### src/rtl/pipeline_exec_controller.sv
// Execution sequencer for the 5-stage MIPS pipeline: run, single-step, stall, flush and halt-drain.
// Optional RUN cycle limit enabled by defining CYCLE_LIMIT_EN.
module pipeline_exec_controller #(
    parameter int unsigned NB_CYCLE_CNT = 32,
    parameter int unsigned DRAIN_CYCLES = 4,
    parameter logic [31:0] MAX_CYCLES   = 32'hFFFF_FFFF
) (
    input  logic                    i_clock,
    input  logic                    i_reset,
    input  logic                    i_run,
    input  logic                    i_step,
    input  logic                    i_clear,
    input  logic                    i_halt_detect,
    input  logic                    i_load_use_hazard,
    input  logic                    i_branch_taken,
    output logic                    o_pc_enable,
    output logic                    o_if_id_enable,
    output logic                    o_if_id_flush,
    output logic                    o_pipe_enable,
    output logic [2:0]              o_state,
    output logic [NB_CYCLE_CNT-1:0] o_cycle_count,
    output logic                    o_done,
    output logic                    o_timeout
);

    typedef enum logic [2:0] {
        IDLE  = 3'd0,
        RUN   = 3'd1,
        STEP  = 3'd2,
        DRAIN = 3'd3,
        DONE  = 3'd4
    } state_t;

    localparam int unsigned           DRN_W      = (DRAIN_CYCLES > 2) ? $clog2(DRAIN_CYCLES) : 1;
    localparam logic [DRN_W-1:0]      DRAIN_LOAD = DRN_W'(DRAIN_CYCLES - 1);
    localparam logic [NB_CYCLE_CNT-1:0] CNT_ONE  = NB_CYCLE_CNT'(1);

    state_t                  state_q, state_d;
    logic [DRN_W-1:0]        drain_q, drain_d;
    logic [NB_CYCLE_CNT-1:0] cnt_q, cnt_d;
    logic                    pc_en, ifid_en, ifid_fl, pipe_en, done;
    logic                    stop_run;

`ifdef CYCLE_LIMIT_EN
    localparam logic [NB_CYCLE_CNT-1:0] CNT_LIMIT = NB_CYCLE_CNT'(MAX_CYCLES - 32'd1);
    logic timeout_q, timeout_d;
    logic limit_hit;
`endif

    always_ff @(posedge i_clock or negedge i_reset) begin
        if (!i_reset) begin
            state_q   <= IDLE;
            drain_q   <= '0;
            cnt_q     <= '0;
`ifdef CYCLE_LIMIT_EN
            timeout_q <= 1'b0;
`endif
        end else begin
            state_q   <= state_d;
            drain_q   <= drain_d;
            cnt_q     <= cnt_d;
`ifdef CYCLE_LIMIT_EN
            timeout_q <= timeout_d;
`endif
        end
    end

    always_comb begin
        state_d = state_q;
        drain_d = drain_q;
        cnt_d   = cnt_q;
        pc_en   = 1'b0;
        ifid_en = 1'b0;
        ifid_fl = 1'b0;
        pipe_en = 1'b0;
        done    = 1'b0;
`ifdef CYCLE_LIMIT_EN
        timeout_d = timeout_q;
        limit_hit = (cnt_q == CNT_LIMIT);
        stop_run  = i_halt_detect | limit_hit;
`else
        stop_run  = i_halt_detect;
`endif

        case (state_q)
            IDLE: begin
                if (i_run) begin
                    state_d = RUN;
                end else if (i_step) begin
                    state_d = STEP;
                end
            end
            RUN, STEP: begin
                // A taken branch overrides the stall: PC must follow the branch target.
                pipe_en = 1'b1;
                ifid_fl = i_branch_taken;
                pc_en   = i_branch_taken | ~i_load_use_hazard;
                ifid_en = ~i_load_use_hazard;
                if (state_q == RUN) begin
                    if (stop_run) begin
                        state_d = DRAIN;
                        drain_d = DRAIN_LOAD;
`ifdef CYCLE_LIMIT_EN
                        if (limit_hit) begin
                            timeout_d = 1'b1;
                        end
`endif
                    end else if (!i_run) begin
                        state_d = IDLE;
                    end
                end else begin
                    if (i_halt_detect) begin
                        state_d = DRAIN;
                        drain_d = DRAIN_LOAD;
                    end else begin
                        state_d = IDLE;
                    end
                end
            end
            DRAIN: begin
                pipe_en = 1'b1;
                ifid_fl = 1'b1;
                if (drain_q == '0) begin
                    state_d = DONE;
                end else begin
                    drain_d = drain_q - DRN_W'(1);
                end
            end
            DONE: begin
                done = 1'b1;
                if (i_clear) begin
                    state_d = IDLE;
                    cnt_d   = '0;
`ifdef CYCLE_LIMIT_EN
                    timeout_d = 1'b0;
`endif
                end
            end
            default: begin
                state_d = IDLE;
            end
        endcase

        if (pipe_en && (cnt_q != '1)) begin
            cnt_d = cnt_q + CNT_ONE;
        end
    end

    assign o_pc_enable    = pc_en;
    assign o_if_id_enable = ifid_en;
    assign o_if_id_flush  = ifid_fl;
    assign o_pipe_enable  = pipe_en;
    assign o_state        = state_q;
    assign o_cycle_count  = cnt_q;
    assign o_done         = done;
`ifdef CYCLE_LIMIT_EN
    assign o_timeout      = timeout_q;
`else
    assign o_timeout      = 1'b0;
`endif

endmodule

### config.mk
export PLATFORM = sky130hd
export DESIGN_NAME = pipeline_exec_controller
export DESIGN_NICKNAME = d
export VERILOG_FILES = /design/src/rtl/pipeline_exec_controller.sv
export SDC_FILE = /design/constraint.sdc
export NUM_CORES = 1
export LEC_CHECK = 0
export CELL_PAD_IN_SITES_DETAIL_PLACEMENT = 1
export CELL_PAD_IN_SITES_GLOBAL_PLACEMENT = 1
export CORE_ASPECT_RATIO = 0.75
export CORE_MARGIN = 4
export CORE_UTILIZATION = 41
export CTS_CLUSTER_SIZE = 40
export DETAILED_ROUTE_END_ITERATION = 8
export GPL_TIMING_DRIVEN = 0
export HOLD_SLACK_MARGIN = 0.15
export PLACE_DENSITY = 0.93
export SLEW_MARGIN = 20
export SYNTH_ARGS = -nofsm -noshare
export SYNTH_HDL_FRONTEND = slang
export SYNTH_SLANG_ARGS = --single-unit
export TNS_END_PERCENT = 50
### constraint.sdc
create_clock -name i_clock -period 3.9 [get_ports i_clock]
set_clock_uncertainty 0.1 [all_clocks]
set_input_delay 0.78 -clock i_clock [delete_from_list [all_inputs] [get_ports i_clock]]
set_output_delay 0.78 -clock i_clock [all_outputs]
set_load 0.005 [all_outputs]
==> results.cfg, run 1 <==
[place]
hpwlAfterDp_um = 5720
port_buffers = 47
place_congestion = 0.786
pre_cts_ws_ps = 358

[clock_network]
insertion_delay_ps = 300
numCtsBuffers = 5
cts_tree = done
htreeDepth = 2
cts_hold_buf = 0
clk_pin_slew_ps = 90
clk_path_buf_depth = 2
cts_sinks = 37
root_buffer = clkbuf_8

[logic_synthesis]
postSynthCellCount = 266
yosys_warnings = 0
synth.area.top_cells = dfrtp_1 40%, a221o_1 8.2%, nand2_1 4.7%, and4_1 4.5%, nor2_1 3.7%
syn_avg_cell_area_um2 = 8.73
yosysTopAreaCell = dfrtp_1
synthArstFlopShare_pct = 100
syn_nets = 276
post-synth-top-area-fraction_pct = 39.9
synth_cell_types = 43
ys_seq_area_share_pct = 39.9
ys_dominant_reg_cell = dfrtp_1
syn_area_um2 = 2320
netlist_top_cells_count = 37 x dfrtp_1, 29 x nand2_1, 23 x nor2_1
synth_edf_count = 0
ys_ff_latch = 37
post-synth-top-count-cell = dfrtp_1

[routing]
ant_nets = 0
drtPass1Iterations = 4
vias_per_cell = 6.29
drt-initial-drc-count = 145
routedWlPerCell_um = 20.4
drc = 0
routed_wl_um = 8090
vias = 2490

[floorplan]
core_area_um2 = 5410
die-area_um2 = 6940
die_width_um = 94.9
ios = 49
dieHeight_um = 73.2
rows = 23
initial_core_util_pct = 42.9

[sta]
slew_headroom_pct = 35.7
hold_viol_final = 0
setup_viol = 0
period_share_pct = 91.6
setup_slack_ps = 327
max_freq_mhz = 280
grt_setup_unrepaired = no
final.setup.tns_ps = 0
timing.hold.ws_ps = 270
min_period_ps = 3570
slew_viol_final = 0
worst_pin_slew_ps = 956

[run]
cap_violations = 0

[setup_path]
crit_arrival_ps = 2690
path_max_fanout = 12
cp_data_required_time_ps = 3020
crit_path_end_kind = primary output
startpoint_type = flip-flop
worstSetupPathType = reg -> out

[power_and_ir_drop]
power_leakage_nw = 1.23
fin_total_pwr_w = 0.00167
ir_drop_uv = 286
power_density_nw_per_um2 = 558

[layout]
fin_util_pct = 55.3
antennaDiodeCount = 0
area_growth_pct = 29.0
fillers = 670
layout-drive-gt1-share_pct = 8.10
nets = 330

[outcome]
status = finished clean

[worst_hold_path]
hold_class = in -> async

[global_route]
grt_usage_pct = 24.5
grt_start_max_net_pins = 25
grt_pass1_wl_um = 13000
gr-total-overflow = 0
antenna_found_initial = 0
grt_pass1_vias = 2551
## metrics by stage
| stage | cell area [um2] | instances |
|---|---|---|
| 2_1_floorplan | 2320 | 266 |
| 3_3_place_gp | 2890 | 388 |
| 3_5_place_dp | 2900 | 389 |
| 4_1_cts | 3000 | 397 |
| 5_1_grt | 2990 | 396 |
| 6_report | 2990 | 396 |
## cell families after synthesis
kind of cell,count (synthesis),share of synthesized area (%)
other,1,0.162
flip-flops,37,39.9
adder cells (fa/ha/maj),2,1.08
multiplexers,5,2.16
XOR/XNOR,1,0.377
AND/OR/NAND/NOR,130,30.8
AO/OA/AOI/OAI,59,19.8
buffers and inverters,31,5.71
## critical path, stage by stage (launching register included)
cell and delay (ps):
dfrtp_1 380, clkbuf_1 230, o21ai_1 700, inv_2 280, clkbuf_2 300, clkdlybuf4s50_1 500
## cells in the final DEF (no fill, tap or decap), types with 2 or more instances in the layout
cell              n
nand4_1          11
a21oi_1           5
dfrtp_1          37
nand2_1          29
buf_2             8
nor3_1           10
and2_1            5
clkbuf_1          5
a221o_1          19
mux2i_1           5
o21a_1            2
or4_1             2
and4_1           12
nand3_1          14
ha_1              2
clkdlybuf4s50_1  46
nor4_2            2
nor4_1           12
o221ai_1          2
o21ai_1           8
o21ai_0           2
a41oi_1           3
nor2_1           23
buf_4             2
inv_1            13
nor4b_1           3
and3_1            3
o211ai_1          5
a31oi_1           4
clkbuf_8          6
o31ai_1           3
## metal layers
metal	share of wire [%]	GRT usage [%]	vias to the layer above
li1	-	-	1132
met3	5.9	6.29	14
met2	48	39.8	87
met4	1.6	7.04	0
met5	0	0	-
met1	45	32.5	1257
## state kept, by name (all words and copies together) (netlist names)
name / flops
o_cycle_count: 32
drain_q: 2
o_state: 3
## report_power, final
part	internal (W)	switching [W]
Sequential	0.000471	0.000123
Clock	0.000143	0.000154
Combinational	0.000351	0.000427
Total	0.000966	0.000704
## what timing repair did
item | CTS | global route
endpoints found under the setup margin | 0 | 1
setup buffers | 0 | 0
resized for setup | 0 | 2
## layout make-up
class,instances,area (um2),share of cell area (%)
buffer,15,73.8,2.47
clock buffer,6,82.6,2.76
clock inverter,2,13.8,0.460
inverter,15,56.3,1.88
multi-input combinational,198,1260,42.2
sequential,37,926,30.9
tap,75,93.8,3.13
timing repair buffer,48,485,16.2
## path summary, 6_finish.rpt
kind,start,to,slack (ps),cells after the start
max,o_state[0],o_pipe_enable,330,5
min in group i_clock,drain_q[0],drain_q[0],460,1
max in group asynchronous,i_reset,o_cycle_count[1],2970,2
min,i_reset,o_cycle_count[14],270,1
min reg2reg,drain_q[0],drain_q[0],460,1
max reg2reg,o_cycle_count[13],o_cycle_count[30],1100,7
Power figures use the tool's default switching activity.
==> run 2: changes to the inputs <==
- GPL_ROUTABILITY_DRIVEN: not set -> 1
- SKIP_LAST_GASP: not set -> 1
==> results of run 2 <==
No change in the layout: final DEF, timing and power equal those of run 1.
==> run 3: changes to the inputs <==
==> constraint.sdc (replaced) <==
create_clock -name i_clock -period 3.9 [get_ports i_clock]
set_clock_uncertainty 0.1 [all_clocks]
set_input_delay 0.585 -clock i_clock [delete_from_list [all_inputs] [get_ports i_clock]]
set_output_delay 0.585 -clock i_clock [all_outputs]
set_load 0.005 [all_outputs]
==> run 3 against run 2 <==
Cell count rose by 0.51%; worst setup slack improved by 30 ps; worst hold slack improved by 190 ps; non-clock buffer count grew 2; via count is 0.24% higher; core utilization increased by 0.25 points; global-route usage about the same; clock power about the same; die area stayed put; power up 0.26%; sequential power about the same; combinational power is 0.6% higher.
==> results.cfg, run 3 (same netlist as run 1, synthesis figures left out) <==
[outcome]
status = finished clean

[global_route]
grt_pass1_vias = 2551
antenna_found_initial = 0
grt_start_max_net_pins = 25
grt_pass1_wl_um = 13000
gr-total-overflow = 0
grt_usage_pct = 24.5

[clock_network]
htreeDepth = 2
clk_path_buf_depth = 2
cts_sinks = 37
root_buffer = clkbuf_8
cts_tree = done
numCtsBuffers = 5
insertion_delay_ps = 300
cts_setup_buffers = 0
clk_pin_slew_ps = 80

[sta]
slew_headroom_pct = 34.9
grt_setup_unrepaired = no
max_freq_mhz = 282
period_share_pct = 90.8
min_period_ps = 3540
final.setup.tns_ps = 0
setup_viol = 0
worst_pin_slew_ps = 968
hold_viol_final = 0
slew_viol_final = 0
setup_slack_ps = 357

[layout]
area_growth_pct = 29.6
layout_common_cells = 46 x clkdlybuf4s50_1, 37 x dfrtp_1, 29 x nand2_1
largest_reg_flops = 32
nets = 332
fillers = 671
area.sequential_um2 = 926
layout_commonest_cell = clkdlybuf4s50_1
multi_input_area_um2 = 1260
finalNonFillerCells = 398
layout-drive-gt1-share_pct = 8.05
antennaDiodeCount = 0

[routing]
vias_per_cell = 6.27
drc = 0
routedWlPerCell_um = 20.4
drt-initial-drc-count = 139
routed_wl_um = 8120
drtPass1Iterations = 4
vias = 2496
ant_nets = 0

[place]
place_congestion = 0.786
port_buffers = 47
pre_cts_ws_ps = 553
dp_cells = 389
hpwlAfterDp_um = 5720

[floorplan]
die-area_um2 = 6940
die_width_um = 94.9
initial_core_util_pct = 42.9
dieHeight_um = 73.2
core_area_um2 = 5410
ios = 49
rows = 23

[run]
cap_violations = 0

[setup_path]
crit_arrival_ps = 2860
worstSetupPathType = reg -> out
crit_path_end_kind = primary output
path_max_fanout = 10
startpoint_type = flip-flop
cp_data_required_time_ps = 3210

[power_and_ir_drop]
ir_drop_uv = 298
power_leakage_nw = 1.24
fin_total_pwr_w = 0.00167
power_density_nw_per_um2 = 557

[worst_hold_path]
hold_class = reg -> reg
-- run 3: cell types whose count changed in the layout (fill, tap and decap cells not counted) --
cell and delta:
dlygate4sd3_1 +1, clkbuf_1 +1
-- run 3: per-layer routing --
metal / part of all wire, % / vias up / routed length, um / track usage, %
met5: 0 / - / 0 / 0
met4: 1.6 / 0 / 126 / 7.04
met3: 6.2 / 14 / 502 / 6.29
met2: 47 / 88 / 3830 / 39.8
met1: 45 / 1256 / 3660 / 32.4
li1: - / 1138 / - / -
-- run 3: power by group --
part           leakage (nW)  switching (W)  internal [W]  total (W)
logic                 0.693       0.000430      0.000354   0.000783
registers             0.491       0.000124      0.000471   0.000595
clock network        0.0512       0.000152      0.000143   0.000296
total                  1.24       0.000706      0.000968    0.00167
-- run 3: path summary, 6_finish.rpt --
| kind | slack (ps) | to | cells after the start | start |
|---|---|---|---|---|
| worst max-delay path | 360 | o_pipe_enable | 6 | o_state[0] |
| worst min-delay path | 460 | o_cycle_count[31] | 1 | o_cycle_count[31] |
| worst max register to register | 1080 | o_cycle_count[23] | 5 | o_cycle_count[3] |
| worst min register to register | 460 | o_cycle_count[31] | 1 | o_cycle_count[31] |
| max in group asynchronous | 2610 | o_cycle_count[22] | 3 | i_reset |
| min in group asynchronous | 630 | o_cycle_count[14] | 2 | i_reset |
-- run 3: through the flow --
step | area [um2] | util (%) | hold WS [ps]
4_1_cts | 3010 | 55.6 | 465
3_5_place_dp | 2900 | 53.6 | 416
3_3_place_gp | 2890 | 53.3 | 424
6_report | 3010 | 55.6 | 462
2_1_floorplan | 2320 | - | 189
5_1_grt | 3010 | 55.6 | 510
-- run 3: layout make-up --
class,instances,area share [%]
Buffer,16,2.58
Clock buffer,6,2.75
Clock inverter,2,0.458
Inverter,15,1.87
Multi-Input combinational cell,198,42.0
Sequential cell,37,30.8
Tap cell,75,3.12
Timing Repair Buffer,49,16.5
-- run 3: what timing repair did --
item,in CTS,in global routing
endpoints found under the hold margin,13,0
hold buffers,1,0
endpoints found under the setup margin,0,1
resized for setup,0,2
-- run 3: worst max-delay path, stage by stage (launching register included) --
cell and delay, ps:
dfrtp_1 350, clkbuf_1 360, o21ai_1 380, inv_2 150, clkbuf_1 400, clkbuf_2 370, clkdlybuf4s50_1 560
